## src/rtl/mux_scan_pkg.sv

```systemverilog
// Shared types and constants for the multiplexed-input scan controller.
package mux_scan_pkg;

    localparam int NCH            = 4;
    localparam int SEL_W          = 2;
    localparam int SETTLE_CYC_DEF = 2;

    typedef enum logic [1:0] {
        S_IDLE,
        S_SETTLE,
        S_DWELL,
        S_REPORT
    } state_e;

endpackage

```

## src/rtl/rr_next_ch.sv

```systemverilog
// Round-robin search for the next enabled channel strictly above current,
// wrapping; falls back to current itself when it is the only one enabled.
module rr_next_ch
    import mux_scan_pkg::*;
(
    input  logic [SEL_W-1:0] current,
    input  logic [NCH-1:0]   mask,
    output logic [SEL_W-1:0] next,
    output logic             any
);

    logic [SEL_W-1:0] idx;

    // Walk from the farthest candidate to the nearest so the nearest hit wins.
    always_comb begin
        next = current;
        idx  = current;
        any  = |mask;
        for (int i = NCH; i >= 1; i--) begin
            idx = SEL_W'((int'(current) + i) % NCH);
            if (mask[idx]) next = idx;
        end
    end

endmodule

```

## src/rtl/mux_scan_ctrl.sv

```systemverilog
// Scans enabled mux channels: settle after each sel change, count y_in high
// cycles over a dwell window, then hold the result until the consumer takes it.
module mux_scan_ctrl
    import mux_scan_pkg::*;
#(
    parameter int NCH        = 4,
    parameter int DWELL_W    = 8,
    parameter int SETTLE_CYC = SETTLE_CYC_DEF
) (
    input  logic               clk,
    input  logic               rst_n,
    input  logic               start,
    input  logic               stop,
    input  logic [NCH-1:0]     mask,
    input  logic [DWELL_W-1:0] dwell,
    input  logic               y_in,
    output logic [SEL_W-1:0]   sel,
    output logic               meas_valid,
    input  logic               meas_ready,
    output logic [SEL_W-1:0]   meas_ch,
    output logic [DWELL_W-1:0] meas_hi,
    output logic               busy
);

    state_e             state_q, state_d;
    logic [SEL_W-1:0]   sel_q, sel_d;
    logic [DWELL_W-1:0] cnt_q, cnt_d;
    logic [DWELL_W-1:0] hi_q, hi_d;
    logic [DWELL_W-1:0] dwell_q, dwell_d;
    logic               valid_q, valid_d;
    logic               busy_q, busy_d;

    logic [SEL_W-1:0]   rr_cur, rr_nxt;
    logic               rr_any;
    logic [DWELL_W-1:0] dwell_lat;

    // From IDLE, searching above the top channel yields the lowest enabled one.
    assign rr_cur    = (state_q == S_IDLE) ? SEL_W'(NCH - 1) : sel_q;
    assign dwell_lat = (dwell == '0) ? DWELL_W'(1) : dwell;

    rr_next_ch u_rr (
        .current (rr_cur),
        .mask    (mask),
        .next    (rr_nxt),
        .any     (rr_any)
    );

    always_comb begin
        state_d = state_q;
        sel_d   = sel_q;
        cnt_d   = cnt_q;
        hi_d    = hi_q;
        dwell_d = dwell_q;
        unique case (state_q)
            S_IDLE: begin
                if (start && rr_any) begin
                    state_d = S_SETTLE;
                    sel_d   = rr_nxt;
                    dwell_d = dwell_lat;
                    cnt_d   = '0;
                end
            end
            S_SETTLE: begin
                if (cnt_q == DWELL_W'(SETTLE_CYC - 1)) begin
                    state_d = S_DWELL;
                    cnt_d   = '0;
                    hi_d    = '0;
                end else begin
                    cnt_d = cnt_q + DWELL_W'(1);
                end
            end
            S_DWELL: begin
                hi_d = hi_q + DWELL_W'(y_in);
                if (cnt_q == dwell_q - DWELL_W'(1)) begin
                    state_d = S_REPORT;
                    cnt_d   = '0;
                end else begin
                    cnt_d = cnt_q + DWELL_W'(1);
                end
            end
            S_REPORT: begin
                if (meas_ready) begin
                    if (rr_any) begin
                        state_d = S_SETTLE;
                        sel_d   = rr_nxt;
                        dwell_d = dwell_lat;
                        cnt_d   = '0;
                    end else begin
                        state_d = S_IDLE;
                    end
                end
            end
            default: state_d = S_IDLE;
        endcase
        if (stop) begin
            state_d = S_IDLE;
            cnt_d   = '0;
            hi_d    = '0;
        end
        valid_d = (state_d == S_REPORT);
        busy_d  = (state_d != S_IDLE);
    end

    always_ff @(posedge clk or negedge rst_n) begin
        if (!rst_n) begin
            state_q <= S_IDLE;
            sel_q   <= '0;
            cnt_q   <= '0;
            hi_q    <= '0;
            dwell_q <= '0;
            valid_q <= 1'b0;
            busy_q  <= 1'b0;
        end else begin
            state_q <= state_d;
            sel_q   <= sel_d;
            cnt_q   <= cnt_d;
            hi_q    <= hi_d;
            dwell_q <= dwell_d;
            valid_q <= valid_d;
            busy_q  <= busy_d;
        end
    end

    assign sel        = sel_q;
    assign meas_ch    = sel_q;
    assign meas_hi    = hi_q;
    assign meas_valid = valid_q;
    assign busy       = busy_q;

endmodule

```

## config.mk

```make
export PLATFORM = sky130hd
export DESIGN_NAME = mux_scan_ctrl
export DESIGN_NICKNAME = d
export VERILOG_FILES = /design/src/rtl/mux_scan_pkg.sv /design/src/rtl/rr_next_ch.sv /design/src/rtl/mux_scan_ctrl.sv
export SDC_FILE = /design/constraint.sdc
export NUM_CORES = 1
export LEC_CHECK = 0
export CAP_MARGIN = 10
export CORE_UTILIZATION = 45
export CTS_CLUSTER_SIZE = 30
export DETAILED_ROUTE_END_ITERATION = 10
export PLACE_DENSITY = 0.65
export SLEW_MARGIN = 20
export SYNTH_ARGS = -nofsm -noshare
export SYNTH_HDL_FRONTEND = slang
export SYNTH_SLANG_ARGS = --single-unit
```

## constraint.sdc

```tcl
create_clock -name clk -period 3.15 [get_ports clk]
set_input_delay 0.63 -clock clk [delete_from_list [all_inputs] [get_ports clk]]
set_output_delay 0.63 -clock clk [all_outputs]
set_load 0.03 [all_outputs]
```

Word level (Yosys, flattened, before mapping)
Cells that the tools add are included.
{"block": "totals", "output_inout_bits": 14, "word_cells": 80, "regBits": 30, "in_bits": 18}
{"block": "classes", "n_lt_le_gt_ge": 4, "eq_ne": 13, "n_reduce_logical": 10, "add_sub_neg": 7, "n_mux": 39}
{"op": "8-bit two-way mux", "count": 12}
{"op": "8-bit case mux with 2 select lines", "count": 2}
{"op": "8-bit case mux with 4 select lines", "count": 1}
{"op": "2-bit two-way mux", "count": 13}
{"op": "2-bit by 3-bit < comparator with 1-bit output, second input constant", "count": 4}
{"op": "3-bit != test, second input constant", "count": 3}
{"op": "8-bit by 1-bit adder with 8-bit output", "count": 1}
{"op": "8-bit by 1-bit adder with 8-bit output, second input constant", "count": 1}
{"op": "1-bit binary-select mux with 2-bit select", "count": 4}
{"op": "8-bit by 1-bit equality test with 1-bit output, second input constant", "count": 1}
{"op": "8-bit equality test", "count": 1}
{"op": "8-bit logical NOT", "count": 1}
{"op": "2-bit case mux with 4 select lines", "count": 1}
{"op": "8-bit by 1-bit subtractor with 8-bit output, second input constant", "count": 1}
{"op": "2-bit equality test, second input constant", "count": 3}
{"op": "1-bit two-way mux", "count": 5}
{"op": "2-bit by 1-bit adder with 2-bit output, second input constant", "count": 2}
{"op": "2-bit adder, second input constant", "count": 2}
{"op": "2-bit != test, second input constant", "count": 2}
{"op": "2-bit case mux with 2 select lines", "count": 1}
{"op": "4-bit AND reduction", "count": 1}
{"op": "2-bit nonzero test", "count": 2}
{"op": "4-bit OR reduction", "count": 1}
{"op": "3-bit by 2-bit != test with 1-bit output, second input constant", "count": 1}
{"op": "other kinds (7)", "count": 7}

Logic depth before layout (Yosys ltp)
Gate-level depths: netlist (run 1).
{"block": "logic_depth", "word_depth": 12, "depth_mapped": 11, "ltp_nobuf": 9}

Modules after synthesis
Synthesis (run 1) repeated with hierarchy kept, for this count alone.
{"block": "unflattened", "cells_unflattened": 220, "hier_area_um2": 1926.8}
{"mod": "mux_scan_ctrl", "seq_area_each_um2": 750.7, "area_each_um2": 1854.3, "cells_each": 206, "n_inst": 1}
{"mod": "rr_next_ch", "seq_area_each_um2": 0.0, "area_each_um2": 72.6, "cells_each": 14, "n_inst": 1}

Least setup slack after synthesis (run 1)
OpenSTA, ideal clock, no wires.
{"block": "synth_timing", "path_type": "reg-to-reg", "from": "register dwell_q[0]", "to": "register valid_q (netlist: meas_valid)", "stages_incl_launch_ff": 11, "period_less_slack_ps": 2279, "path_buffers": 1, "slack_ps": 871, "t_required_ps": 3077, "setup_ps": 73, "arrival_time_ps": 2206, "cell_sequence": "dfrtp_1 -> inv_1 -> ha_1 -> buf_2 -> o21bai_1 -> a2111oi_1 -> a311oi_2 -> a211oi_1 -> nor4_1 -> or3_1 -> nor2_1"}
{"block": "synth_between", "elab_chain_cells": 6}
{"element": "from (decl)", "line": "mux_scan_ctrl.sv:29", "source": "logic [DWELL_W-1:0] dwell_q, dwell_d;"}
{"element": "from (signal assigned)", "line": "mux_scan_ctrl.sv:118", "source": "dwell_q <= dwell_d;"}
{"element": "8-bit by 1-bit subtractor with 8-bit output", "line": "mux_scan_ctrl.sv:74", "source": "if (cnt_q == dwell_q - DWELL_W'(1)) begin"}
{"element": "8-bit equality test", "line": "mux_scan_ctrl.sv:74"}
{"element": "2-bit two-way mux", "line": "mux_scan_ctrl.sv:74"}
{"element": "2-bit case mux with 4 select lines", "line": "mux_scan_ctrl.sv:54", "source": "unique case (state_q)"}
{"element": "2-bit two-way mux", "line": "mux_scan_ctrl.sv:95", "source": "if (stop) begin"}
{"element": "2-bit equality test", "line": "mux_scan_ctrl.sv:100", "source": "valid_d = (state_d == S_REPORT);"}
{"element": "named net valid_d", "line": "mux_scan_ctrl.sv:30", "source": "logic valid_q, valid_d;"}
{"element": "to (signal assigned)", "line": "mux_scan_ctrl.sv:119", "source": "valid_q <= valid_d;"}
{"element": "to (decl)", "line": "mux_scan_ctrl.sv:30"}
The timed path passes the listed nets, and every way through them passes these cells.
A chain may end at the register's enable or synchronous reset.

Worst setup path in the final report (run 1)
Ends and elaborated chain as after synthesis.

==> results of run 1 <==
==> per-stage QoR <==
stage	setup slack (ns)	hold slack, ns
floorplan	0.871	0.334
global placement	0.416	0.503
detailed placement	0.363	0.522
CTS	0.602	0.536
global route	0.345	0.554
finish	0.605	0.528
==> state kept, by name, summed over array words and instances (netlist names) <==
register,flops
meas_hi,8
dwell_q,8
state_q,2
busy,1
cnt_q,8
meas_ch,2
meas_valid,1
==> cell type report <==
class | count | area [um^2] | area share [%]
clock buffer | 6 | 82.6 | 3.26
inverter | 11 | 41.3 | 1.63
multi-input combinational | 186 | 1260 | 49.8
sequential | 30 | 751 | 29.6
tap | 52 | 65.1 | 2.57
timing repair buffer | 34 | 333 | 13.1
==> layer usage <==
| metal | GRT usage, % | vias to the layer above | wire length (um) |
|---|---|---|---|
| li1 | - | 922 | - |
| met1 | 24.8 | 874 | 2130 |
| met2 | 30.3 | 37 | 2050 |
| met3 | 5.56 | 6 | 165 |
| met4 | 6.44 | 0 | 66 |
| met5 | 0 | - | 0 |
==> report_power, final <==
| part | switching [mW] | total (mW) | internal (mW) | leakage (nW) |
|---|---|---|---|---|
| combinational | 0.272 | 0.512 | 0.240 | 0.613 |
| sequential | 0.104 | 0.539 | 0.436 | 0.395 |
| clock | 0.137 | 0.305 | 0.168 | 0.0431 |
==> cells in the final DEF, fill, tap and decap left out, types with 2 or more instances in the layout <==
cell	Yosys	layout
inv_1	11	11
nand4_1	2	2
o21bai_1	3	3
xnor2_1	4	4
nand2b_1	7	7
nor3_1	6	6
a211oi_1	2	2
o31ai_1	6	6
o41ai_2	2	2
clkdlybuf4s50_1	0	31
a31oi_1	4	4
xor2_1	11	11
nand3_1	9	9
a21oi_1	10	10
nor2_1	14	14
ha_1	9	9
nor4_1	4	4
dfrtp_1	30	30
and2_1	2	2
mux2_2	7	7
nor2b_1	2	2
clkbuf_8	0	6
buf_4	2	3
mux2i_1	2	2
or3_1	2	2
and3_1	5	5
o22ai_1	2	2
nand2_1	24	24
nand3b_1	3	3
o21ai_0	23	23
==> logic make-up after synthesis <==
kind of cell | Yosys count | share of synthesized area (%)
buffers and inverters | 27 | 6.02
flip-flops | 30 | 35.0
adder cells (fa/ha/maj) | 9 | 5.26
multiplexers | 9 | 4.61
AO/OA/AOI/OAI | 68 | 22.3
AND/OR/NAND/NOR | 85 | 20.7
XOR/XNOR | 15 | 6.13
==> how the worst min path moves through the flow <==
stage,cells past startpoint,endpoint,start
final,2,meas_hi[0]$_DFFE_PN0P_,meas_hi[0]$_DFFE_PN0P_
after global routing,2,meas_hi[7]$_DFFE_PN0P_,meas_hi[7]$_DFFE_PN0P_
after CTS,1,meas_hi[4]$_DFFE_PN0P_,meas_hi[4]$_DFFE_PN0P_
after detailed placement,2,meas_hi[0]$_DFFE_PN0P_,meas_hi[0]$_DFFE_PN0P_
after global placement,2,meas_hi[0]$_DFFE_PN0P_,meas_hi[0]$_DFFE_PN0P_
after floorplan,0,busy$_DFF_PN0_,rst_n
==> worst max-delay path, cell delays in order, from the launching register on <==
cell	delay, ns
dfrtp_1	0.46
inv_1	0.09
ha_1	0.31
o21bai_1	0.19
a2111oi_1	0.44
a311oi_2	0.10
a211oi_1	0.27
nor4_1	0.08
or3_1	0.41
nor2_1	0.12
==> run metrics, run 1 <==
post-route ant nets 0; element type at the critical path end register; Diodes inserted 0; post-synthesis cell type count 52; R2R cell count 9; Cells after DPL between 300 and 400; largest net degree at the start of global routing 31; initial antenna violation count 0; synthesized area per cell around 8.8 um^2; Layout fillers between 400 and 500; Final Hold Vio Count 0; row cnt 24; first drt pass iteration count 8; Post-synth top cells dfrtp_1 (30), nand2_1 (24), o21ai_0 (23), nor2_1 (14); Cell Area, Placed about 0.0025 mm^2; Worst Tran Pin Value 0.575 ns; power density over cell area 535 mW/mm^2; Worst EP arrival roughly 2.8 ns; Leak Pwr between 1 and 1.5 nW; failing checks design-rule violations; Final period util between 80% and 90%; total track usage between 10% and 20%; FF-to-FF setup slack around 0.6 ns; Initial Utilization approximately 48%; Most used DFF post-synth dfrtp_1; RSZ-0062 raised after global routing false; minimum clock period roughly 2.5 ns; HP Class reg2reg; fin area roughly 0.0025 mm^2; clk_lat worst skew 0.29 ns; Core Box Area around 0.0045 mm^2; CTS tree done; cts hold-fix bufs 0; worst r2r src dwell_q[0]$_DFFE_PN0P_; Vias per Instance between 5 and 6; Post-synth ARST share 100%; synthesis-stage register bit count 30; Rel. slew slack between 60% and 70%; status finished, violations left; Setup-failing EPs final 0; PnR Total Power approximately 1.4 mW; global route overflow 0; post-cts sizing count 0; reg-to-reg endpoint meas_valid$_DFF_PN0_; Synth Warn # 0; final cell count without fillers between 300 and 400; Setup crit end meas_valid$_DFF_PN0_; Setup Buffers After CTS 0; Slew Viols, Final 0; layout cells sized above 1 9.74%; DIE AREA a little over 0.005 mm^2; Setup Total Neg Slack 0 ns; count leader, synth dfrtp_1; final wirelength about 4400 um; via count 1839; EDFF count, synth 0; Setup crit start dwell_q[0]$_DFFE_PN0P_; Worst EP required 3.36 ns; Root Buffer clkbuf_8; Clock Path Buffers 2; post-synthesis net count 270; Max FO, Critical Path 8; Max VDD drop about 320 uV; WL/cell roughly 14 um; Post-Route Utilization between 50% and 60%; first-pass GRT wire length between 7000 and 8000 um; drt initial violations a little under 100; post-synth top area share between 30% and 40%; clock-pin slew on the worst setup and hold paths ~0.07 ns; P&R area growth vs syn 18.3%; die height between 70 and 80 um; Die X 71.0 um; area leader, netlist dfrtp_1; post-DP HPWL between 3000 and 4000 um; Sink Count 30; vias in the first global route about 1700; nets around 300; io pins 32; sequential share of the synthesized area 35.0%; DR DRC count 4; synth top area cells dfrtp_1 (35%), o21ai_0 (5.4%), ha_1 (5.3%); max_cap viols 0; GP Congestion 0.782; Post-Synthesis Cells ~240; critical path type reg2reg; # port buffers 31; Final Skew 0.00964 ns; Syn Std Cell Area between 0.002 and 0.0025 mm^2; CTS Buf Count 5; Fmax ~0.39 GHz; H-tree levels 2; nature of the critical path startpoint register
No activity file was read; power rests on OpenSTA's default activity.
==> run 2: changes to the inputs <==
==> constraint.sdc (replaced) <==
create_clock -name clk -period 2.55 [get_ports clk]
set_input_delay 0.51 -clock clk [delete_from_list [all_inputs] [get_ports clk]]
set_output_delay 0.51 -clock clk [all_outputs]
set_load 0.03 [all_outputs]
==> run metrics, run 2 (synthesis gave the netlist of run 1 again) <==
status finished, violations left; failing checks design-rule violations; CTS Buf Count 5 (unchanged); Final Hold Vio Count 0 (unchanged); total track usage 19.9% (+0.90 points); Max FO, Critical Path 7 (-1); post-route ant nets 0 (unchanged); Leak Pwr 1.10 nW (+5.0%); Worst Tran Pin Value 0.583 ns (+0.00825 ns); clock share of power 23.7% (+1.2 points); critical path type reg2reg; element type at the critical path end register; Final Skew 0.00577 ns (-0.00387 ns); Max VDD drop 446 uV (+40%); Final period util 91.9% (+11 points); Cell Area, Placed 0.00253 mm^2 (+3.1%); Worst EP required 2.78 ns (-0.58 ns); largest net degree at the start of global routing 31 (unchanged); Die X 71.0 um (unchanged); CTS tree done; global route overflow 0 (unchanged); clock-pin slew on the worst setup and hold paths 0.07 ns (about the same); share of total power in combinational logic 37.8% (about the same); Post-Route Utilization 58.8% (+2.1 points); DR DRC count 4 (unchanged); Clock Path Buffers 2 (unchanged); Cell Int Power 1.07 mW (+27%); power density over cell area 662 mW/mm^2 (+24%); Hold WS 0.512 ns (-0.0157 ns); drt initial violations 147 (+50%); row cnt 24 (unchanged); max_cap viols 0 (unchanged); Core Box Area 0.00447 mm^2 (unchanged); vias in the first global route 1694 (+2.5%); switching share of total power 38.5% (+0.71 points); worst path cell trace inv_1, ha_1, buf_4, or2b_1, a21boi_0, o31ai_1, a211oi_1, nor4_1, or3_1, nor2_1; Slew Viols, Final 0 (unchanged); layout cells sized above 1 14.3% (+4.6 points); initial antenna violation count 0 (unchanged); Setup Total Neg Slack 0 ns (unchanged); Max stage delay on crit path 0.42 ns (-0.04 ns); via count 1851 (+0.65%); nets 305 (+3.4%); minimum clock period 2.34 ns (-0.201 ns); GP Congestion 0.795 (+1.7%); Switching Power 0.671 mW (+31%); nature of the critical path startpoint register; Fmax 0.427 GHz (+8.6%); clk_lat worst skew 0.29 ns (about the same); most common cell after layout, fill and taps aside clkdlybuf4s50_1; DIE AREA 0.00504 mm^2 (unchanged); # port buffers 31 (unchanged); Sink Count 30 (unchanged); P&R area growth vs syn 22.7%; family with the most delay on the worst path simple AND/OR/NAND/NOR gates; Rel. slew slack 61.1% (-0.63 points); sequential cell fraction of total power 38.5% (-1.2 points); final wirelength 4610 um (+4.6%); Vias per Instance 5.59 (-3.0%); fin area 0.00263 mm^2 (+3.7%); io pins 32 (unchanged); Worst EP arrival 2.57 ns (-0.19 ns); HP Class reg2reg; Setup Buffers After CTS 0 (unchanged); Diodes inserted 0 (unchanged); post-DP HPWL 3340 um (+4.2%); Setup-failing EPs final 0 (unchanged); RSZ-0062 raised after global routing false; Root Buffer clkbuf_8; die height 71.0 um (unchanged); WL/cell 13.9 um (+0.81%); PnR Total Power 1.74 mW (+28%); cts hold-fix bufs 0 (unchanged); post-cts sizing count 0 (unchanged); Buf+Inv Stages, Crit Path 2 (+1); commonest cells after routing, fill and taps aside clkdlybuf4s50_1 (31), dfrtp_1 (29), nand2_1 (24); Critical-path top delay cell dfrtp_2; first drt pass iteration count 7 (-1); H-tree levels 2 (unchanged); first-pass GRT wire length 7880 um (+4.5%); Initial Utilization 47.9% (unchanged)
[run 2: changes by cell type in the layout (fill, tap and decap cells not counted)]
cell / delta
a2111oi_1: -1
dfrtp_2: +1
buf_4: +10
a2111oi_2: +1
clkinv_2: +1
clkinvlp_4: +1
dfrtp_1: -1
[run 2: final timing paths]
path                                         from                     end  slack (ns)  depth (start not counted)
max                        dwell_q[0]$_DFFE_PN0P_    meas_valid$_DFF_PN0_        0.21                         10
min                        meas_hi[0]$_DFFE_PN0P_  meas_hi[0]$_DFFE_PN0P_        0.51                          2
max reg2reg                dwell_q[0]$_DFFE_PN0P_    meas_valid$_DFF_PN0_        0.21                         10
min reg2reg                meas_hi[0]$_DFFE_PN0P_  meas_hi[0]$_DFFE_PN0P_        0.51                          2
max in group asynchronous                   rst_n  dwell_q[0]$_DFFE_PN0P_        1.64                          2
min in group asynchronous                   rst_n  meas_hi[7]$_DFFE_PN0P_        0.60                          2
[run 2: final cells by class]
class	count	area (um^2)
Clock buffer	6	82.6
Clock inverter	2	12.5
Fill cell	407	1850
Inverter	11	41.3
Multi-Input combinational cell	186	1270
Sequential cell	30	752
Tap cell	52	65.1
Timing Repair Buffer	44	408
[run 2: metal layers]
layer | vias to the layer above | global-route usage [%] | wire [um]
met3 | 8 | 4.70 | 204
met5 | - | 0 | 0
met4 | 0 | 7.56 | 86
met1 | 856 | 28.4 | 2320
met2 | 43 | 29.4 | 2000
li1 | 944 | - | -
[run 2: tightest hold or removal path: stages (launching register included)]
cell and delay (ns):
dfrtp_1 0.36, nand2_1 0.05, o21ai_0 0.06
[run 2: power groups by stage]
stage                     Combinational, mW  Sequential [mW]  Clock (mW)
final                                 0.659            0.670       0.412
after global routing                  0.718            0.687       0.435
after CTS                             0.654            0.668       0.420
after detailed placement              0.649            0.677           0
after global placement                0.649            0.676           0
after floorplan                       0.493            0.652           0
[run 2: metrics by stage]
step           instances  setup WS (ns)
5_1_grt              331         0.0677
6_report             331          0.206
2_1_floorplan        243          0.271
3_5_place_dp         323       -0.00644
4_1_cts              331          0.120
3_3_place_gp         323         0.0252
==> run 3: changes to the inputs <==
--- a/config.mk
+++ b/config.mk
@@ -5,11 +5,12 @@
 export SDC_FILE = /design/constraint.sdc
 export NUM_CORES = 1
 export LEC_CHECK = 0
+export ABC_AREA = 1
 export CAP_MARGIN = 10
 export CORE_UTILIZATION = 45
 export CTS_CLUSTER_SIZE = 30
 export DETAILED_ROUTE_END_ITERATION = 10
-export PLACE_DENSITY = 0.65
+export PLACE_DENSITY = 0.66
 export SLEW_MARGIN = 20
 export SYNTH_ARGS = -nofsm -noshare
 export SYNTH_HDL_FRONTEND = slang
==> run metrics, run 3 <==
post-synthesis cell type count 28 (-46%); element type at the critical path end register; Final period util 79.5% (-12 points); total track usage 20.6% (+0.69 points); Post-synth top cells nand2_1 (90), inv_1 (44), nor2_1 (33), dfrtp_1 (30), o21ai_0 (24); Setup Total Neg Slack 0 ns (unchanged); worst path cell trace inv_1, ha_1, nor2_4, inv_2, o21ai_2, inv_1, or2_1, nand2_1, a21oi_1, nor2_2, xnor2_1, inv_1; status finished clean; nets 365 (+20%); Post-Synthesis Cells 301 (+24%); first drt pass iteration count 4 (-3); drt initial violations 109 (-26%); post-synth top area share 36.6% (+1.6 points); die height 69.5 um (-2.1%); Max FO, Critical Path 7 (unchanged); Setup crit start state_q[0]$_DFF_PN0_; post-cts sizing count 0 (unchanged); largest net degree at the start of global routing 31 (unchanged); R2R cell count 12 (+2); commonest cells after routing, fill and taps aside nand2_1 (90), inv_1 (44), nor2_1 (33); EDFF count, synth 0 (unchanged); Clock Path Buffers 2 (unchanged); Sink Count 30 (unchanged); FF-to-FF setup slack 0.52 ns (+0.32 ns); post-route ant nets 0 (unchanged); H-tree levels 2 (unchanged); sequential cell fraction of total power 30.7% (-7.8 points); Switching Power 1.06 mW (+57%); clock share of power 17.8% (-5.9 points); Max stage delay on crit path 0.42 ns (about the same); Die X 69.5 um (-2.1%); nature of the critical path startpoint register; fin area 0.00252 mm^2 (-4.3%); Core Box Area 0.00435 mm^2 (-2.7%); Hold Path Depth 2 (unchanged); Cell Area, Placed 0.00242 mm^2 (-4.2%); Diodes inserted 0 (unchanged); io pins 32 (unchanged); Final Hold Vio Count 0 (unchanged); # port buffers 31 (unchanged); post-synthesis net count 328 (+21%); Worst EP required 2.73 ns (-0.05 ns); synthesized area per cell 6.81 um^2 (-23%); Vias per Instance 5.02 (-10%); Root Buffer clkbuf_8; Leak Pwr 1.23 nW (+11%); Synth Warn # 0 (unchanged); Worst EP arrival 2.21 ns (-0.36 ns); Fmax 0.493 GHz (+16%); post-DP HPWL 3490 um (+4.5%); Worst Tran Pin Value 0.442 ns (-0.141 ns); Post-synth ARST share 100% (unchanged); Rel. slew slack 70.4% (+9.3 points); max_cap viols 0 (unchanged); global route overflow 0 (unchanged); most common cell after layout, fill and taps aside nand2_1; CP Depth 12 (+2); Post-Route Utilization 57.8% (-0.97 points); WHS Endpoint meas_hi[0]$_DFFE_PN0P_; final wirelength 4460 um (-3.4%); cts hold-fix bufs 0 (unchanged); Initial Utilization 47.1% (-0.78 points); Final Skew 0.00388 ns (-0.00188 ns); Most used DFF post-synth dfrtp_1; power density over cell area 911 mW/mm^2 (+38%); share of total power in combinational logic 51.5% (+14 points); synth top area cells dfrtp_1 (37%), nand2_1 (16%), inv_1 (8.1%); synthesis-stage register bit count 30 (unchanged); Setup Buffers After CTS 0 (unchanged); Slew Viols, Final 0 (unchanged); row cnt 24 (unchanged); Hold WS 0.529 ns (+0.0175 ns); reg-to-reg endpoint meas_ch[0]$_DFFE_PN0P_; Cell Int Power 1.24 mW (+16%); clk_lat worst skew 0.28 ns (about the same); GP Congestion 0.814 (+2.4%); PnR Total Power 2.29 mW (+32%); critical path type reg2reg; initial antenna violation count 0 (unchanged); via count 1963 (+6.1%); first-pass GRT wire length 8000 um (+1.6%); Setup-failing EPs final 0 (unchanged); WL/cell 11.4 um (-18%); vias in the first global route 1868 (+10%); minimum clock period 2.03 ns (-0.317 ns); RSZ-0062 raised after global routing false; DR DRC count 0 (-4); area leader, netlist dfrtp_1; DIE AREA 0.00483 mm^2 (-4.2%); CTS tree done; clock-pin slew on the worst setup and hold paths 0.07 ns (about the same); count leader, synth nand2_1; Critical-path top delay cell dfrtp_1; switching share of total power 46.0% (+7.5 points); layout cells sized above 1 5.31% (-9.0 points); Max VDD drop 654 uV (+47%); sequential share of the synthesized area 36.6% (+1.6 points); HP Class reg2reg; Worst path most repeated cell inv_1; family with the most delay on the worst path simple AND/OR/NAND/NOR gates; Buf+Inv Stages, Crit Path 4 (+2); CTS Buf Count 5 (unchanged); Syn Std Cell Area 0.00205 mm^2 (-4.3%); worst r2r src state_q[0]$_DFF_PN0_; HP Start meas_hi[0]$_DFFE_PN0P_; P&R area growth vs syn 22.7% (about the same)
## run 3: cell count changes after synthesis, sizes merged, moves of 4 or more
| cell | previous run | this run |
|---|---|---|
| nand2b | 7 | 0 |
| buf | 8 | 3 |
| nor4 | 5 | 1 |
| inv | 11 | 45 |
| nand2 | 24 | 91 |
| nor2 | 14 | 36 |
| and3 | 5 | 0 |
| mux2 | 7 | 0 |
| nand3 | 9 | 20 |
| xor2 | 11 | 7 |
| clkbuf | 8 | 0 |
| o31ai | 6 | 1 |
## run 3: worst min-delay path: cells and delay by family, from the launching register on
| kind | cells | cell delay [ns] |
|---|---|---|
| flops | 1 | 0.37 |
| simple gates | 1 | 0.06 |
| compound gates | 1 | 0.07 |
## run 3: layout make-up
| type | count | area, um^2 |
|---|---|---|
| sequential | 30 | 751 |
| clock inverter | 2 | 12.5 |
| multi-input combinational | 223 | 1110 |
| tap | 52 | 65.1 |
| timing repair buffer | 33 | 325 |
| clock buffer | 6 | 82.6 |
| fill | 439 | 1840 |
| inverter | 45 | 169 |
## run 3: through the flow
step / setup WS [ns] / std cells
floorplan: 0.725 / 301
global placement: 0.377 / 383
detailed placement: 0.327 / 383
CTS: 0.515 / 391
global route: 0.338 / 391
finish: 0.523 / 391
## run 3: power groups by stage
| stage | registers (mW) | clock network, mW | logic [mW] |
|---|---|---|---|
| after floorplan | 0.736 | 0 | 0.856 |
| after global placement | 0.707 | 0 | 1.17 |
| after global routing | 0.722 | 0.441 | 1.34 |
| final | 0.704 | 0.407 | 1.18 |
| after CTS | 0.702 | 0.418 | 1.19 |
| after detailed placement | 0.709 | 0 | 1.19 |
## run 3: worst max-delay path by stage
stage	endpoint	slack (ns)
finish	meas_ch[0]$_DFFE_PN0P_	0.52
global route	meas_ch[0]$_DFFE_PN0P_	0.34
CTS	meas_ch[0]$_DFFE_PN0P_	0.51
detailed placement	dwell_q[0]$_DFFE_PN0P_	0.33
global placement	dwell_q[0]$_DFFE_PN0P_	0.38
floorplan	meas_ch[0]$_DFFE_PN0P_	0.73
## run 3: cells by family after synthesis
| family | after synthesis | share of synthesized area [%] |
|---|---|---|
| XOR/XNOR | 11 | 4.70 |
| adder cells (fa/ha/maj) | 9 | 5.49 |
| AND/OR/NAND/NOR | 160 | 32.6 |
| flip-flops | 30 | 36.6 |
| AO/OA/AOI/OAI | 43 | 11.3 |
| buffers and inverters | 48 | 9.21 |
## run 3: metal layers
metal / vias up / wire length (um) / part of all wire, % / GRT usage (%)
met4: 0 / 64 / 1.4 / 7.71
met1: 905 / 2240 / 50 / 26.3
met3: 8 / 118 / 2.6 / 5.09
met2: 23 / 2030 / 46 / 33.7
li1: 1027 / - / - / -
met5: - / 0 / 0 / 0
